==> config.mk <==
export PLATFORM = sky130hd
export DESIGN_NAME = mem_arbiter
export DESIGN_NICKNAME = d
export VERILOG_FILES = /design/src/rtl/mem_arbiter.sv
export SDC_FILE = /design/constraint.sdc
export NUM_CORES = 1
export LEC_CHECK = 0
export CORE_UTILIZATION = 60
export DETAILED_ROUTE_END_ITERATION = 10
export DONT_BUFFER_PORTS = 1
export GPL_TIMING_DRIVEN = 1
export PLACE_DENSITY = 0.73
export SLEW_MARGIN = 20
export SYNTH_ARGS = -nofsm -noshare
export SYNTH_HDL_FRONTEND = slang
export SYNTH_SLANG_ARGS = --single-unit
==> constraint.sdc <==
create_clock -name CLK_48MHZ -period 3.76 [get_ports CLK_48MHZ]
set_input_delay 0.752 -clock CLK_48MHZ [delete_from_list [all_inputs] [get_ports CLK_48MHZ]]
set_output_delay 0.752 -clock CLK_48MHZ [all_outputs]
set_load 0.03 [all_outputs]
==> src/rtl/mem_arbiter.sv <==
// Two-requester memory arbiter: one write port and one read port share a single-ported
// memory that is addressed as a circular buffer. At most one memory transaction is in flight.
// Optional feature: define MEM_ARB_STARVE_GUARD_EN to force a pending read after
// STARVE_LIMIT consecutive write grants; otherwise writes always win.
module mem_arbiter #(
  parameter int unsigned ROW_BITS       = 13,
  parameter int unsigned TIMEOUT_CYCLES = 255,
  parameter int unsigned STARVE_LIMIT   = 4
) (
  input  logic                CLK_48MHZ,
  input  logic                RESET,
  input  logic                WR_REQ,
  input  logic [15:0]         WR_DATA,
  output logic                WR_ACK,
  input  logic                RD_REQ,
  output logic [15:0]         RD_DATA,
  output logic                RD_VALID,
  output logic                MEM_REQ,
  output logic                MEM_WE,
  output logic [ROW_BITS-1:0] MEM_ADDR,
  output logic [15:0]         MEM_WDATA,
  input  logic [15:0]         MEM_RDATA,
  input  logic                MEM_DONE,
  output logic [ROW_BITS-1:0] ROW_WRITE,
  output logic [ROW_BITS-1:0] ROW_READ,
  output logic                EMPTY,
  output logic                FULL,
  output logic                TIMEOUT_ERR
);

  typedef enum logic [1:0] {StIdle, StIssue, StWait, StDone} state_e;

  // Last count value before the wait limit expires; MEM_REQ is high for TIMEOUT_CYCLES cycles.
  localparam logic [9:0] TmoLast = 10'(TIMEOUT_CYCLES - 1);

  state_e            state_q, state_d;
  logic [ROW_BITS:0] wr_ptr_q, rd_ptr_q;
  logic [9:0]        tmo_cnt_q;
  logic              rst_done_q;
  logic              mem_req_q, mem_we_q;
  logic [ROW_BITS-1:0] mem_addr_q;
  logic [15:0]       mem_wdata_q, rd_data_q;
  logic              wr_ack_q, rd_valid_q, tmo_err_q;

  logic empty, full, wr_elig, rd_elig, force_rd;
  logic grant_wr, grant_rd, finish, expire;

  assign empty   = (wr_ptr_q == rd_ptr_q);
  assign full    = (wr_ptr_q[ROW_BITS-1:0] == rd_ptr_q[ROW_BITS-1:0]) &&
                   (wr_ptr_q[ROW_BITS] != rd_ptr_q[ROW_BITS]);
  assign wr_elig = WR_REQ && !full;
  assign rd_elig = RD_REQ && !empty;

`ifdef MEM_ARB_STARVE_GUARD_EN
  localparam int unsigned StarveW = $clog2(STARVE_LIMIT + 2);
  logic [StarveW-1:0] starve_q;

  assign force_rd = (starve_q >= StarveW'(STARVE_LIMIT));

  // Count writes granted while a read was waiting; any read grant clears the run.
  always_ff @(posedge CLK_48MHZ or posedge RESET) begin
    if (RESET) begin
      starve_q <= '0;
    end else if (grant_rd) begin
      starve_q <= '0;
    end else if (grant_wr && rd_elig) begin
      starve_q <= starve_q + 1'b1;
    end
  end
`else
  assign force_rd = 1'b0;
`endif

  // State register.
  always_ff @(posedge CLK_48MHZ or posedge RESET) begin
    if (RESET) begin
      state_q <= StIdle;
    end else begin
      state_q <= state_d;
    end
  end

  // Next-state logic: arbitration in idle, completion/timeout while the request is out.
  always_comb begin
    state_d  = state_q;
    grant_wr = 1'b0;
    grant_rd = 1'b0;
    finish   = 1'b0;
    expire   = 1'b0;
    unique case (state_q)
      StIdle: begin
        // rst_done_q holds off the first grant for one edge after reset release
        if (rst_done_q) begin
          if (wr_elig && !(rd_elig && force_rd)) begin
            grant_wr = 1'b1;
          end else if (rd_elig) begin
            grant_rd = 1'b1;
          end
          if (grant_wr || grant_rd) state_d = StIssue;
        end
      end
      StIssue, StWait: begin
        if (MEM_DONE) begin
          finish  = 1'b1;
          state_d = StDone;
        end else if (tmo_cnt_q == TmoLast) begin
          expire  = 1'b1;
          state_d = StIdle;
        end else begin
          state_d = StWait;
        end
      end
      StDone:  state_d = StIdle;
      default: state_d = StIdle;
    endcase
  end

  // Memory request, pointers, completion pulses and the wait counter.
  always_ff @(posedge CLK_48MHZ or posedge RESET) begin
    if (RESET) begin
      rst_done_q  <= 1'b0;
      wr_ptr_q    <= '0;
      rd_ptr_q    <= '0;
      tmo_cnt_q   <= '0;
      mem_req_q   <= 1'b0;
      mem_we_q    <= 1'b0;
      mem_addr_q  <= '0;
      mem_wdata_q <= '0;
      rd_data_q   <= '0;
      wr_ack_q    <= 1'b0;
      rd_valid_q  <= 1'b0;
      tmo_err_q   <= 1'b0;
    end else begin
      rst_done_q <= 1'b1;
      wr_ack_q   <= 1'b0;
      rd_valid_q <= 1'b0;
      if (grant_wr || grant_rd) begin
        mem_req_q  <= 1'b1;
        mem_we_q   <= grant_wr;
        mem_addr_q <= grant_wr ? wr_ptr_q[ROW_BITS-1:0] : rd_ptr_q[ROW_BITS-1:0];
        if (grant_wr) mem_wdata_q <= WR_DATA;
        tmo_cnt_q  <= '0;
      end else if (finish) begin
        mem_req_q <= 1'b0;
        mem_we_q  <= 1'b0;
        if (mem_we_q) begin
          wr_ack_q <= 1'b1;
          wr_ptr_q <= wr_ptr_q + 1'b1;
        end else begin
          rd_data_q  <= MEM_RDATA;
          rd_valid_q <= 1'b1;
          rd_ptr_q   <= rd_ptr_q + 1'b1;
        end
      end else if (expire) begin
        mem_req_q <= 1'b0;
        mem_we_q  <= 1'b0;
        tmo_err_q <= 1'b1;
      end else if (mem_req_q) begin
        tmo_cnt_q <= tmo_cnt_q + 1'b1;
      end
    end
  end

  assign WR_ACK      = wr_ack_q;
  assign RD_DATA     = rd_data_q;
  assign RD_VALID    = rd_valid_q;
  assign MEM_REQ     = mem_req_q;
  assign MEM_WE      = mem_we_q;
  assign MEM_ADDR    = mem_addr_q;
  assign MEM_WDATA   = mem_wdata_q;
  assign ROW_WRITE   = wr_ptr_q[ROW_BITS-1:0];
  assign ROW_READ    = rd_ptr_q[ROW_BITS-1:0];
  assign EMPTY       = empty;
  assign FULL        = full;
  assign TIMEOUT_ERR = tmo_err_q;

endmodule

After elaboration in Yosys (flattened, before gate mapping)
Index checks and enable logic that the tools add are counted.
{"block": "op_classes", "addsub": 3, "eq_ne": 11, "mux": 36, "bitwise": 3, "n_reduce_logical": 17}
{"cell": "$mux 10", "n": 4}
{"cell": "$add 14x1->14 const B", "n": 2}
{"cell": "$mux 1", "n": 26}
{"cell": "$eq 14x14->1", "n": 1}
{"cell": "$eq 13x13->1", "n": 1}
{"cell": "$mux 13", "n": 1}
{"cell": "$reduce_and 3->1", "n": 4}
{"cell": "$add 10x1->10 const B", "n": 1}
{"cell": "$eq 10x8->1 const B", "n": 1}
{"cell": "$mux 2", "n": 4}
{"cell": "$pmux 2 s3", "n": 1}
{"cell": "$eq 2x2->1 const B", "n": 2}
{"cell": "$ne 2x1->1 const B", "n": 2}
{"cell": "$ne 2x2->1 const B", "n": 2}
{"cell": "$reduce_and 2->1", "n": 2}
{"cell": "$logic_and 1x1->1", "n": 3}
{"cell": "$not 1->1", "n": 3}
{"cell": "$reduce_bool 3->1", "n": 1}
{"cell": "$eq 2x1->1 const B", "n": 1}
{"cell": "$logic_not 1->1", "n": 2}
{"cell": "$logic_not 2->1", "n": 1}
{"cell": "$logic_or 1x1->1", "n": 2}
{"cell": "$reduce_bool 2->1", "n": 1}
{"cell": "$reduce_or 2->1", "n": 1}
{"cell": "$ne 1x1->1", "n": 1}
{"block": "totals", "reg_bits": 91, "input_bits": 37, "output_inout_bits": 78, "elab_cells": 83}

Logic depth before layout (Yosys ltp)
{"block": "depth", "depth_word": 12, "mapped_depth": 9, "ltp_nobuf": 8}

Least setup slack after synthesis
No wires, ideal clock.
{"block": "synth_timing", "path_kind": "register to register", "start": "reg rd_ptr_q[0]", "end": "reg mem_wdata_q[3], in the netlist MEM_WDATA[3]", "setup_time_ns": 0.128, "t_arrival_ns": 2.741, "t_required_ns": 3.632, "path_slack_ns": 0.892, "stages_incl_launch_ff": 10, "path_buffers": 3, "period_less_slack_ns": 2.868, "path_cell_list": "dfrtp_1 buf_2 xnor2_1 nand4_1 nor4_1 nand2b_1 buf_4 nor2_2 buf_4 mux2_1"}
{"block": "synth_via", "elab_chain_len": 11}
{"element": "from (decl)", "line": "37", "source": "logic [ROW_BITS:0] wr_ptr_q, rd_ptr_q;"}
{"element": "from (signal assigned)", "line": "152", "source": "rd_ptr_q <= rd_ptr_q + 1'b1;"}
{"element": "$eq 13x13->1 *", "line": "49", "source": "assign full = (wr_ptr_q[ROW_BITS-1:0] == rd_ptr_q[ROW_BITS-1:0]) &&"}
{"element": "$logic_and 1x1->1 *", "line": "49"}
{"element": "via FULL", "line": "27", "source": "output logic FULL,"}
{"element": "$logic_not 1->1 *", "line": "51", "source": "assign wr_elig = WR_REQ && !full;"}
{"element": "$logic_and 1x1->1 *", "line": "51"}
{"element": "$mux 1", "line": "94", "source": "if (wr_elig && !(rd_elig && force_rd)) begin"}
{"element": "$mux 1", "line": "93", "source": "if (rst_done_q) begin"}
{"element": "$mux 1", "line": "90", "source": "unique case (state_q)"}
{"element": "$mux 1", "line": "93"}
{"element": "$mux 1", "line": "90"}
{"element": "$logic_or 1x1->1", "line": "137", "source": "if (grant_wr || grant_rd) begin"}
{"element": "$reduce_and 2->1 (no source line) *"}
{"element": "to (signal assigned)", "line": "128", "source": "mem_wdata_q <= '0;"}
{"element": "to (signal assigned)", "line": "141", "source": "if (grant_wr) mem_wdata_q <= WR_DATA;"}
{"element": "to (decl)", "line": "42", "source": "logic [15:0] mem_wdata_q, rd_data_q;"}
The timed path passes the listed nets; every way through them passes the cells marked *. The select of a mux whose other input is x is not followed.
A chain may end at the register's enable or synchronous reset.

Worst setup path after layout
{"block": "layout_timing", "start": "reg wr_ptr_q[8]", "end": "out EMPTY"}
{"block": "layout_via", "elab_chain_len": 1}
{"element": "from (decl)", "line": "37"}
{"element": "from (signal assigned)", "line": "148", "source": "wr_ptr_q <= wr_ptr_q + 1'b1;"}
{"element": "$eq 14x14->1", "line": "48", "source": "assign empty = (wr_ptr_q == rd_ptr_q);"}
{"element": "to (decl)", "line": "26", "source": "output logic EMPTY,"}
Every way passes these cells.

==> results.json <==
{
  "status": "complete, no violations",
  "grt_pass1_wl_um": 13500,
  "synth.most_common_cell": "dfrtp_1",
  "drt-total-wl_um": 8580,
  "numCtsBuffers": 9,
  "drv_slew": 0,
  "vdd_drop_max_uv": 443,
  "wl_per_cell_um": 18.6,
  "max_freq_ghz": 0.355,
  "synthToLayoutAreaGrowth_pct": 2.25,
  "initial_core_util_pct": 61.6,
  "critPathCaptureType": "primary output",
  "syn_nets": 425,
  "synth_top_area_share_pct": 51.3,
  "critical_path_class": "register to primary output",
  "die_y_um": 88.0,
  "rsz0062_at_grt": "false",
  "drv_cap": 0,
  "clock_path_buffers": 2,
  "post-cts-setup-buffers": 0,
  "grtUsageTotal_pct": 23.6,
  "slew_headroom_pct": 45.2,
  "netSwitchingFraction_pct": 44.1,
  "netlist_area_um2": 4440,
  "worst_slack_ps": 941,
  "p_clk_share_pct": 18.7,
  "grt_start_max_net_pins": 59,
  "cp_num_cells": 5,
  "power_frac_comb_pct": 24.4,
  "drive_gt1_share_pct": 19.6,
  "nNetsFinal": 401,
  "hold_class": "primary input to asynchronous set/reset pin",
  "p_total_mw": 3.65,
  "routed_via_density": 5.76,
  "power_density_nw_per_um2": 804,
  "antenna_cells": 0,
  "cts_tree": "built",
  "synth_area_leaders": "dfrtp_1 (51%), xnor2_1 (8.9%), mux2_2 (8.4%), buf_4 (5.1%), mux2i_1 (2.9%)",
  "placed_cells": 446,
  "async_flop_share_pct": 100,
  "grt_overflow_total": 0,
  "postCtsHoldBufs": 0,
  "drtPass1Iterations": 4,
  "setup_viol": 0,
  "postSynthAreaPerCell_um2": 11.6,
  "synthDistinctLibCells": 41,
  "synth_edf_count": 0,
  "crit_required_ps": 3010,
  "gp_congestion": 0.837,
  "fin_crit_ps": 2820,
  "syn_inst": 382,
  "p_switching_mw": 1.61,
  "initialDrtViolationCount": 173,
  "ant_nets": 0,
  "p_leak_nw": 1.99,
  "crit_arrival_ps": 2070,
  "core_area_um2": 7210,
  "r2r.worst_path.cells": 7,
  "setup.worst_path.start": "wr_ptr_q[8]$_DFFE_PP0P_",
  "ios": 115,
  "crit_buf_inv": 1,
  "cts_root_buffer": "clkbuf_8",
  "die_x_um": 88.0,
  "yosysTopAreaCell": "dfrtp_1",
  "grt_antenna_before_repair": 0,
  "die_area_um2": 7750,
  "cts.clk_slew.worst_paths_ps": 90,
  "yosys-top-cells-count": "dfrtp_1 (91), xnor2_1 (45), mux2_2 (33), buf_4 (30), nand2_1 (27)",
  "ys_warn_count": 0,
  "drc_errors": 0,
  "port_buffers": 0,
  "tightest_slew_ps": 821,
  "clock-sinks": 91,
  "fin_skew_ps": 11.2,
  "start_kind": "register",
  "layout.cells.non_filler": 462,
  "ys_ff_latch": 91,
  "crit_fanout": 6,
  "p_int_mw": 2.04,
  "slowest_stage": "dfrtp_1",
  "seqPwrFrac_pct": 56.9,
  "setup_tns_ps": 0,
  "path_cells": "xnor2_1, and4_1, nand3_1, nor3_1, buf_4",
  "synth_flop_cell": "dfrtp_1",
  "crit-reg2reg-launch": "rd_ptr_q[0]$_DFFE_PP0P_",
  "finalHoldViolations": 0,
  "cts_htree_levels": 3,
  "place_hpwl_um": 6090,
  "vias": 2662,
  "cts_resized": 0,
  "first_global_vias": 2569,
  "dp_slack_ps": 1150,
  "finalCritPeriodShare_pct": 75.0,
  "cpPeakStageDelay_ps": 570,
  "yosysSeqAreaShare_pct": 51.3,
  "cpLargestDelayFamily": "simple AND/OR/NAND/NOR gates",
  "insertion_delay_ps": 360,
  "r2r_slack_ps": 1140,
  "rows": 31
}
[power by group through the flow]
stage          clock [mW]  combinational (mW)  sequential (mW)
6_report            0.684               0.890             2.08
4_1_cts             0.698               0.897             2.08
3_3_place_gp            0               0.859             2.09
5_1_grt             0.739               0.994             2.12
3_5_place_dp            0               0.893             2.10
2_1_floorplan           0               0.949             1.90
[worst reg2reg max path: stages (launching register included)]
cell     delay, ps
dfrtp_1        710
xor2_1         190
nor4_1         340
a41oi_2        250
a31oi_1        190
buf_4          260
and2_1         220
mux2_2         340
[cell usage in the layout, fill, tap and decap left out, types with 2 or more instances in the layout]
master / instances
dfrtp_1: 91
xnor2_1: 45
mux2_2: 33
nand2_1: 27
nand4_1: 18
nand3_1: 17
o21ai_0: 17
mux2i_1: 13
and3_1: 12
and2_1: 11
clkbuf_8: 10
buf_4: 9
inv_1: 7
nor2_1: 6
ha_1: 6
and4_1: 4
xor2_1: 4
inv_6: 3
a31oi_1: 2
a31o_2: 2
a21oi_1: 2
[final cells by class]
cell class	count	area [um^2]
sequential	91	2280
multi-input combinational	239	1830
tap	99	124
clock inverter	6	70.1
clock buffer	10	138
timing repair buffer	9	67.6
inverter	8	32.5
fill	578	2670
[sequential cells by signal, summed over array words and instances (netlist names), 2 cells and up]
| signal | flops |
|---|---|
| MEM_WDATA | 16 |
| RD_DATA | 16 |
| rd_ptr_q | 14 |
| wr_ptr_q | 14 |
| MEM_ADDR | 13 |
| tmo_cnt_q | 10 |
| state_q | 2 |
[final timing paths]
| check | to |
|---|---|
| setup / recovery | EMPTY |
| hold / removal | rd_ptr_q[1]$_DFFE_PP0P_ |
| setup reg to reg | wr_ptr_q[1]$_DFFE_PP0P_ |
| hold reg to reg | state_q[1]$_DFFE_PP0P_ |
| max in group asynchronous | RD_DATA[12]$_DFFE_PP0P_ |
| min in group CLK_48MHZ | state_q[1]$_DFFE_PP0P_ |
[stage by stage]
| step | hold slack [ps] | util (%) | instance area [um^2] |
|---|---|---|---|
| global route | 431 | 63.0 | 4540 |
| global placement | 495 | 60.1 | 4330 |
| CTS | 502 | 62.9 | 4540 |
| floorplan | 475 | - | 4440 |
| detailed placement | 503 | 60.1 | 4330 |
| finish | 371 | 63.0 | 4540 |
[layer usage]
layer	vias to the layer above	GRT usage (%)	share of wire, %
li1	1232	-	-
met1	1331	31.2	42
met2	88	36.9	49
met3	11	6.97	8.2
met4	0	8.94	1.3
met5	-	0	0
[kinds of logic after synthesis]
logic type	share of synthesized area [%]
buffers and inverters	7.61
flip-flops	51.3
XOR/XNOR	10.0
AO/OA/AOI/OAI	4.37
AND/OR/NAND/NOR	13.4
adder cells (fa/ha/maj)	1.69
multiplexers	11.5
other	0.0844
Note: power is estimated with default switching activity, not from simulation.
